==> src/rtl/audio_sector_scheduler.sv <==
// Sector playback scheduler: queues sector addresses and codings, starts the audio
// decoder on the queue head whenever it is idle, and generates the 75 Hz sector tick.
module audio_sector_scheduler #(
  parameter int DEPTH    = 4,
  parameter int TICK_DIV = 400000
) (
  input  logic                     clk,
  input  logic                     reset_n,
  input  logic                     enq,
  input  logic [12:0]              enq_addr,
  input  logic                     enq_external,
  input  logic [7:0]               enq_coding,
  input  logic                     flush,
  output logic                     full,
  output logic [$clog2(DEPTH):0]   count,
  output logic                     overflow,
  output logic                     dec_start,
  output logic [12:0]              dec_addr,
  output logic                     dec_use_external,
  output logic [7:0]               dec_coding,
  output logic                     dec_reset_filter,
  input  logic                     dec_idle,
  input  logic                     dec_disable_audiomap,
  output logic                     audio_tick,
  output logic                     playing,
  output logic                     sector_done,
  output logic [12:0]              sector_done_addr,
  output logic                     stopped,
  output logic                     underrun
);

  localparam int AW = $clog2(DEPTH);
  localparam int CW = AW + 1;
  localparam int TW = $clog2(TICK_DIV);

  typedef enum logic [1:0] {IDLE, LAUNCH, BUSY} state_t;

  state_t state, next_state;

  logic [12:0]   q_addr   [DEPTH];
  logic          q_ext    [DEPTH];
  logic [7:0]    q_coding [DEPTH];
  logic [AW-1:0] rd, wr;
  logic          stop_flag, flush_flag;
  logic [TW-1:0] tick_cnt;

  logic start_go, underrun_go, done_go;
  logic active, stop_now, end_now, clear_all, keep_head, push, pop;

  always_ff @(posedge clk or negedge reset_n) begin
    if (!reset_n) state <= IDLE;
    else          state <= next_state;
  end

  // A flush seen in IDLE wins over starting a new sector from the same queue.
  always_comb begin
    next_state  = state;
    start_go    = 1'b0;
    underrun_go = 1'b0;
    done_go     = 1'b0;
    case (state)
      IDLE: begin
        if (!flush) begin
          if (count != '0 && dec_idle) begin
            start_go   = 1'b1;
            next_state = LAUNCH;
          end else if (count == '0 && playing) begin
            underrun_go = 1'b1;
          end
        end
      end
      LAUNCH: if (!dec_idle) next_state = BUSY;
      BUSY: begin
        if (dec_idle) begin
          done_go    = 1'b1;
          next_state = IDLE;
        end
      end
      default: next_state = IDLE;
    endcase
  end

  assign active    = (state != IDLE);
  assign stop_now  = stop_flag | (active & dec_disable_audiomap);
  assign end_now   = stop_now | flush_flag | flush;
  // Completing with a stop (or a same-cycle flush) empties everything, in-flight head included.
  assign clear_all = (flush & ~active) | (done_go & (stop_now | flush));
  assign keep_head = flush & active & ~done_go;
  assign push      = enq & ~flush & ~clear_all & (~full | done_go);
  assign pop       = done_go & ~clear_all;
  assign full      = (count == CW'(DEPTH));

  always_ff @(posedge clk) begin
    if (push) begin
      q_addr[wr]   <= enq_addr;
      q_ext[wr]    <= enq_external;
      q_coding[wr] <= enq_coding;
    end
  end

  always_ff @(posedge clk or negedge reset_n) begin
    if (!reset_n) begin
      rd    <= '0;
      wr    <= '0;
      count <= '0;
    end else if (clear_all) begin
      rd    <= wr;
      count <= '0;
    end else if (keep_head) begin
      wr    <= rd + AW'(1);
      count <= CW'(1);
    end else begin
      if (push) wr <= wr + AW'(1);
      if (pop)  rd <= rd + AW'(1);
      count <= count + CW'(push) - CW'(pop);
    end
  end

  always_ff @(posedge clk or negedge reset_n) begin
    if (!reset_n) begin
      stop_flag        <= 1'b0;
      flush_flag       <= 1'b0;
      playing          <= 1'b0;
      dec_start        <= 1'b0;
      dec_addr         <= '0;
      dec_use_external <= 1'b0;
      dec_coding       <= '0;
      dec_reset_filter <= 1'b0;
      sector_done      <= 1'b0;
      sector_done_addr <= '0;
      stopped          <= 1'b0;
      underrun         <= 1'b0;
      overflow         <= 1'b0;
    end else begin
      if (done_go || !active) begin
        stop_flag  <= 1'b0;
        flush_flag <= 1'b0;
      end else begin
        if (dec_disable_audiomap) stop_flag  <= 1'b1;
        if (flush)                flush_flag <= 1'b1;
      end

      if (start_go)
        playing <= 1'b1;
      else if (underrun_go || (flush && !active) || (done_go && end_now))
        playing <= 1'b0;

      dec_start <= start_go;
      if (start_go) begin
        dec_addr         <= q_addr[rd];
        dec_use_external <= q_ext[rd];
        dec_coding       <= q_coding[rd];
        dec_reset_filter <= ~playing;
      end

      sector_done <= done_go;
      if (done_go) sector_done_addr <= dec_addr;
      stopped  <= done_go & stop_now;
      underrun <= underrun_go;
      overflow <= enq & ~flush & full & ~done_go;
    end
  end

  always_ff @(posedge clk or negedge reset_n) begin
    if (!reset_n)                            tick_cnt <= '0;
    else if (tick_cnt == TW'(TICK_DIV - 1))  tick_cnt <= '0;
    else                                     tick_cnt <= tick_cnt + TW'(1);
  end

  assign audio_tick = (tick_cnt == TW'(TICK_DIV - 1));

endmodule

==> config.mk <==
export PLATFORM = sky130hd
export DESIGN_NAME = audio_sector_scheduler
export DESIGN_NICKNAME = d
export VERILOG_FILES = /design/src/rtl/audio_sector_scheduler.sv
export SDC_FILE = /design/constraint.sdc
export NUM_CORES = 1
export LEC_CHECK = 0
export CORE_ASPECT_RATIO = 1.75
export CORE_MARGIN = 5
export CORE_UTILIZATION = 40
export DETAILED_ROUTE_END_ITERATION = 8
export SKIP_LAST_GASP = 1
export SYNTH_ARGS = -nofsm -noshare
export SYNTH_HDL_FRONTEND = slang
export SYNTH_SLANG_ARGS = --single-unit
==> constraint.sdc <==
create_clock -name clk -period 3.35 [get_ports clk]
set_input_delay 0.8375 -clock clk [delete_from_list [all_inputs] [get_ports clk]]
set_output_delay 0.8375 -clock clk [all_outputs]
set_load 0.01 [all_outputs]
==> results of run 1 <==
-- per-layer routing --
metal	track usage, %	part of all wire, %
met1	15.99	41
met2	24.63	55
met3	3.027	2.8
met4	5.013	1.2
met5	0	0
-- final cells by class --
cell class                      instances  area, sq um
Inverter                               12        45.04
Clock inverter                         15        183.9
Sequential cell                       160         4446
Multi-Input combinational cell        212         1932
Fill cell                            1390         8085
Clock buffer                           17        425.4
Timing Repair Buffer                   88        855.8
Tap cell                              192        240.2
-- how the worst max path moves through the flow --
stage | start | endpoint | slack (ns) | cells after the start
final | tick_cnt[0] | audio_tick | 0.14 | 5
after global routing | tick_cnt[0] | audio_tick | 0.03 | 5
after CTS | tick_cnt[0] | audio_tick | 0.06 | 5
after detailed placement | dec_disable_audiomap | count[2] | -0.0001 | 13
after global placement | dec_disable_audiomap | count[2] | 0.07 | 13
after floorplan | dec_disable_audiomap | count[2] | 0.45 | 12
-- state kept, by name (all words and copies together) (netlist names), 2 cells and up --
signal	flops
q_ext	4
wr	2
count	3
dec_addr	13
state	2
q_coding	32
rd	2
q_addr	52
dec_coding	8
tick_cnt	19
sector_done_addr	13
-- power by group --
part	switching, mW	leakage (nW)	internal (mW)
sequential	0.388	1.71	2.48
clock	0.899	0.298	1.02
combinational	0.657	1.27	1.04
-- timing repair --
| action | in CTS | in global routing |
|---|---|---|
| hold buffers | 0 | 0 |
| setup endpoints to repair | 0 | 1 |
| gates resized for setup | 0 | 1 |
| hold endpoints to repair | 0 | 0 |
-- per-stage QoR --
stage          cells  utilization, %
6_report         696           50.13
5_1_grt          696           50.13
4_1_cts          696           50.12
3_5_place_dp     664           46.36
3_3_place_gp     664           46.36
2_1_floorplan    398               -
-- synthesized netlist by cell type, drive strengths merged (2+ instances only) --
library cell and count:
buf 11, clkbuf 3, nand4 2, nor4 3
mux2 22, a21oi 2, mux2i 4, ha 7
edfxtp 88, xnor2 12, mux4 22, nand2 51
dfrtp 72, inv 12, nand3b 2, o21ai 8
nor2b 3, nor3 7, and3 8, nor2 24
o31ai 2, nor4bb 2, nand3 10, or2 3
xor2 6
-- kinds of logic (layout without fill, tap and decap cells) --
group / count (synthesis) / in the layout
buffers and inverters: 26 / 132
and+or+nand+nor: 119 / 119
AOI/OAI and AO/OA: 19 / 19
xor gates and xnor gates: 18 / 18
DFF: 160 / 160
muxes: 48 / 48
adders and majority gates: 8 / 8
==> impl_metrics.toml, run 1 <==
[run_status]
status = "complete, no violations"

[synthesis]
synth-compound-area-share_pct = 2.067
yosys.area_share.simple_pct = 9.971
synth_xor_area_share_pct = 2.526
synthMuxAreaShare_pct = 13.30
synth_seq_cells = 160
synth_adder_area_share_pct = 1.646
synthesis.area_sq_um = 6538
synth_nets = 434
syn-instance-count = 398
synth-main-ff-cell = "edfxtp_1"
synthArstFlopShare_pct = 45.00
ys_top_cells_by_area = "edfxtp_1, dfrtp_1, mux4_2, mux2_4, nand2_1"
yosysSeqAreaShare_pct = 67.98
synth-edff-count = 88
synth_cell_type_count = 52
synth_top_cell_by_area = "edfxtp_1"
synth_top_area_share_pct = 40.42
ys_warn_count = 0
synth_area_per_cell_sq_um = 16.43
synth_top_family_by_area = "multiplexers"

[timing]
finalHoldViolCount = 0
slew_violations = 0
finalClockSkew_ns = 0.01214
period_minus_slack_ns = 3.207
rsz0062_at_grt = "false"
timing.fmax_mhz = 311.8
slew_headroom_pct = 26.75
post-route-period-util_pct = 95.74
setup_tns_ns = 0
tightestPinTransition_ns = 1.099
finalSetupViolations = 0
setup_slack_ns = 0.1426
hold_slack_ns = 0.4339

[setup_path]
cpMaxStageDelayCell = "clkdlybuf4s50_1"
cp.required_ns = 2.51
worst-r2r-setup-slack_ns = 0.75
cp_cell_sequence = "ha_2, nand3_4, or3_4, nor2_8, clkdlybuf4s50_1"
startpoint_type = "flip-flop"
r2r-end = "count[2]"
critPathArrivalTime_ns = 2.37
ff2ff_path_depth = 12
cpLargestDelayFamily = "simple AND/OR/NAND/NOR gates"
reg2reg_from = "state[0]"
critPathMaxFanout = 9
endpoint_kind = "output pin"
crit_buf_inv = 1
max_stage_delay_ns = 0.56
critPathKind = "reg2out"

[clock_tree]
clk_pin_slew_worst_paths_ns = 0.07
cts_tree = "built"
clock-sinks = 160
root_buffer = "clkbuf_16"
clk_latency_ns = 0.42
h-tree-depth = 4
cts_buffers = 17
cts_setup_buffers = 0
cts.path.max_buffers = 2

[floorplan]
die_w_um = 106.6
core_area_sq_um = 16210
initial_core_util_pct = 40.32
dieArea_sq_um = 19100
io_pins = 75
floorplan.rows = 62
die_h_um = 179.1

[finish]
areaGrowthSynthToFinish_pct = 24.33
drive_above_1_share_pct = 20.44
layout_common_cells = "edfxtp_1, clkdlybuf4s50_1, dfrtp_1"
insertedDiodeCount = 0
final_common_cell = "edfxtp_1"
fin_nets = 527
final_cell_area_sq_um = 8128

[pwr]
p_leak_nw = 3.276
ir_drop_v = 0.0003193
powerDensity_nw_per_um2 = 798.2
p_total_mw = 6.487

[place]
portBuffers = 74
place_ws_ns = -0.0001212
gp_congestion = 0.7841
place_area_sq_um = 7516
hpwl_um = 8321

[grt]
grtUsageTotal_pct = 13.72
antenna_found_initial = 0
overflow = 0
grt_pass1_vias = 3795
grt_first_pass_wirelength_um = 20070
grt_max_degree = 50

[drt]
antenna_left = 0
vias_per_cell = 5.029
firstDrtPassIters = 5
routed_wl_um = 12250
drc = 0
vias = 3500
wire_per_inst_um = 17.61
drt_iter0_drc = 105

[flow_run]
drv_cap = 0

[hold_path]
hold_path.class = "in2async"
Note: power is estimated with default switching activity, not from simulation.
==> run 2, diff against run 1 <==
--- a/config.mk
+++ b/config.mk
@@ -9,6 +9,8 @@
 export CORE_MARGIN = 5
 export CORE_UTILIZATION = 40
 export DETAILED_ROUTE_END_ITERATION = 8
+export MAX_ROUTING_LAYER = met4
+export SETUP_SLACK_MARGIN = 0.02
 export SKIP_LAST_GASP = 1
 export SYNTH_ARGS = -nofsm -noshare
 export SYNTH_HDL_FRONTEND = slang
==> run 2 against run 1 <==
Net effect:
- utilization unchanged
- non-clock buffer count unchanged
- critical path depth unchanged
==> impl_metrics.toml, run 2 (synthesis gave the netlist of run 1 again) <==
[drt]
vias = 3503
routed_wl_um = 12280
drt_iter0_drc = 109
vias_per_cell = 5.033
antenna_left = 0
drc = 0
wire_per_inst_um = 17.64
firstDrtPassIters = 5

[finish]
insertedDiodeCount = 0
fin_nets = 527
instances_no_fill = 696
largest_register_ffs = 52
drive_above_1_share_pct = 20.44
layout_common_cells = "edfxtp_1, clkdlybuf4s50_1, dfrtp_1"
fin_util_pct = 50.13
fillCellCount = 1390
areaGrowthSynthToFinish_pct = 24.33
reg_top3 = "q_addr x52, q_coding x32, tick_cnt x19"
top_register = "q_addr"
final_cell_area_sq_um = 8128
final_common_cell = "edfxtp_1"

[timing]
tightestPinTransition_ns = 1.103
timing.fmax_mhz = 310.4
post-route-period-util_pct = 96.18
period_minus_slack_ns = 3.222
finalClockSkew_ns = 0.01980
slew_headroom_pct = 26.46
finalSetupViolations = 0
slew_violations = 0
rsz0062_at_grt = "false"
finalHoldViolCount = 0

[pwr]
ir_drop_v = 0.0003192
p_leak_nw = 3.276
powerDensity_nw_per_um2 = 798.8
p_total_mw = 6.493

[clock_tree]
h-tree-depth = 4
root_buffer = "clkbuf_16"
ctsHoldBuffers = 0
clk_latency_ns = 0.43
cts_buffers = 17
cts_setup_buffers = 0
clock-sinks = 160
cts.path.max_buffers = 2
cts_tree = "built"
post_cts_resized = 0
clk_pin_slew_worst_paths_ns = 0.07

[place]
place_inst = 664
portBuffers = 74
hpwl_um = 8321
place_area_sq_um = 7516
gp_congestion = 0.7950

[floorplan]
io_pins = 75
initial_core_util_pct = 40.32
core_area_sq_um = 16210
die_w_um = 106.6
dieArea_sq_um = 19100
die_h_um = 179.1
floorplan.rows = 62

[grt]
overflow = 0
grt_pass1_vias = 3782
grt_max_degree = 50
grt_first_pass_wirelength_um = 20120
antenna_found_initial = 0
grtUsageTotal_pct = 14.15

[setup_path]
critPathKind = "reg2out"
cpMaxStageDelayCell = "clkdlybuf4s50_1"
startpoint_type = "flip-flop"
endpoint_kind = "output pin"
critPathArrivalTime_ns = 2.38
cp.required_ns = 2.51
max_stage_delay_ns = 0.56
critPathMaxFanout = 9
cp_cell_sequence = "ha_2, nand3_4, or3_4, nor2_8, clkdlybuf4s50_1"

[hold_path]
hold_path.class = "in2async"

[run_status]
status = "complete, no violations"

[flow_run]
drv_cap = 0
## run 2: worst paths after layout
kind,start,slack [ns],end,cells past startpoint
max in group asynchronous,reset_n,2.22,tick_cnt[18],2
max reg2reg,state[0],0.75,count[2],12
max,tick_cnt[0],0.13,audio_tick,5
min,reset_n,0.43,dec_start,1
min in group clk,tick_cnt[18],0.47,tick_cnt[18],1
min reg2reg,tick_cnt[18],0.47,tick_cnt[18],1
## run 2: metrics by stage
step	hold WS, ns	setup TNS, ns	setup WS, ns
final	0.4339	0	0.1281
after global routing	0.4804	0	0.02320
after CTS	0.4512	0	0.06306
after detailed placement	0.4562	-0.0001212	-0.0001212
after global placement	0.4610	0	0.07373
after floorplan	0.4299	0	0.4489
## run 2: power by group
part	switching, mW	internal (mW)
registers	0.390	2.48
clock network	0.904	1.02
logic	0.656	1.04
total	1.95	4.54
## run 2: metal layers
metal	track usage, %	up-vias	part of all wire, %
li1	-	1650	-
met5	-	-	0
met1	16.23	1779	41
met4	5.013	0	1.3
met2	24.58	60	55
met3	2.883	14	2.4
## run 2: final cells by class
| type | count | area, sq um | area share [%] |
|---|---|---|---|
| clock buffers | 17 | 425.4 | 5.234 |
| clock inverters | 15 | 183.9 | 2.263 |
| inverters | 12 | 45.04 | 0.5542 |
| multi-input cells | 212 | 1932 | 23.77 |
| flip-flops and latches | 160 | 4446 | 54.70 |
| well taps | 192 | 240.2 | 2.956 |
| repair buffers | 88 | 855.8 | 10.53 |
## run 2: worst max-delay path, delay by kind of cell, from the launching register on
family                   cells  cell delay (ns)
AND/OR/NAND/NOR              3             0.72
buffers and inverters        1             0.56
flip-flops                   1             0.42
adder cells (fa/ha/maj)      1             0.27
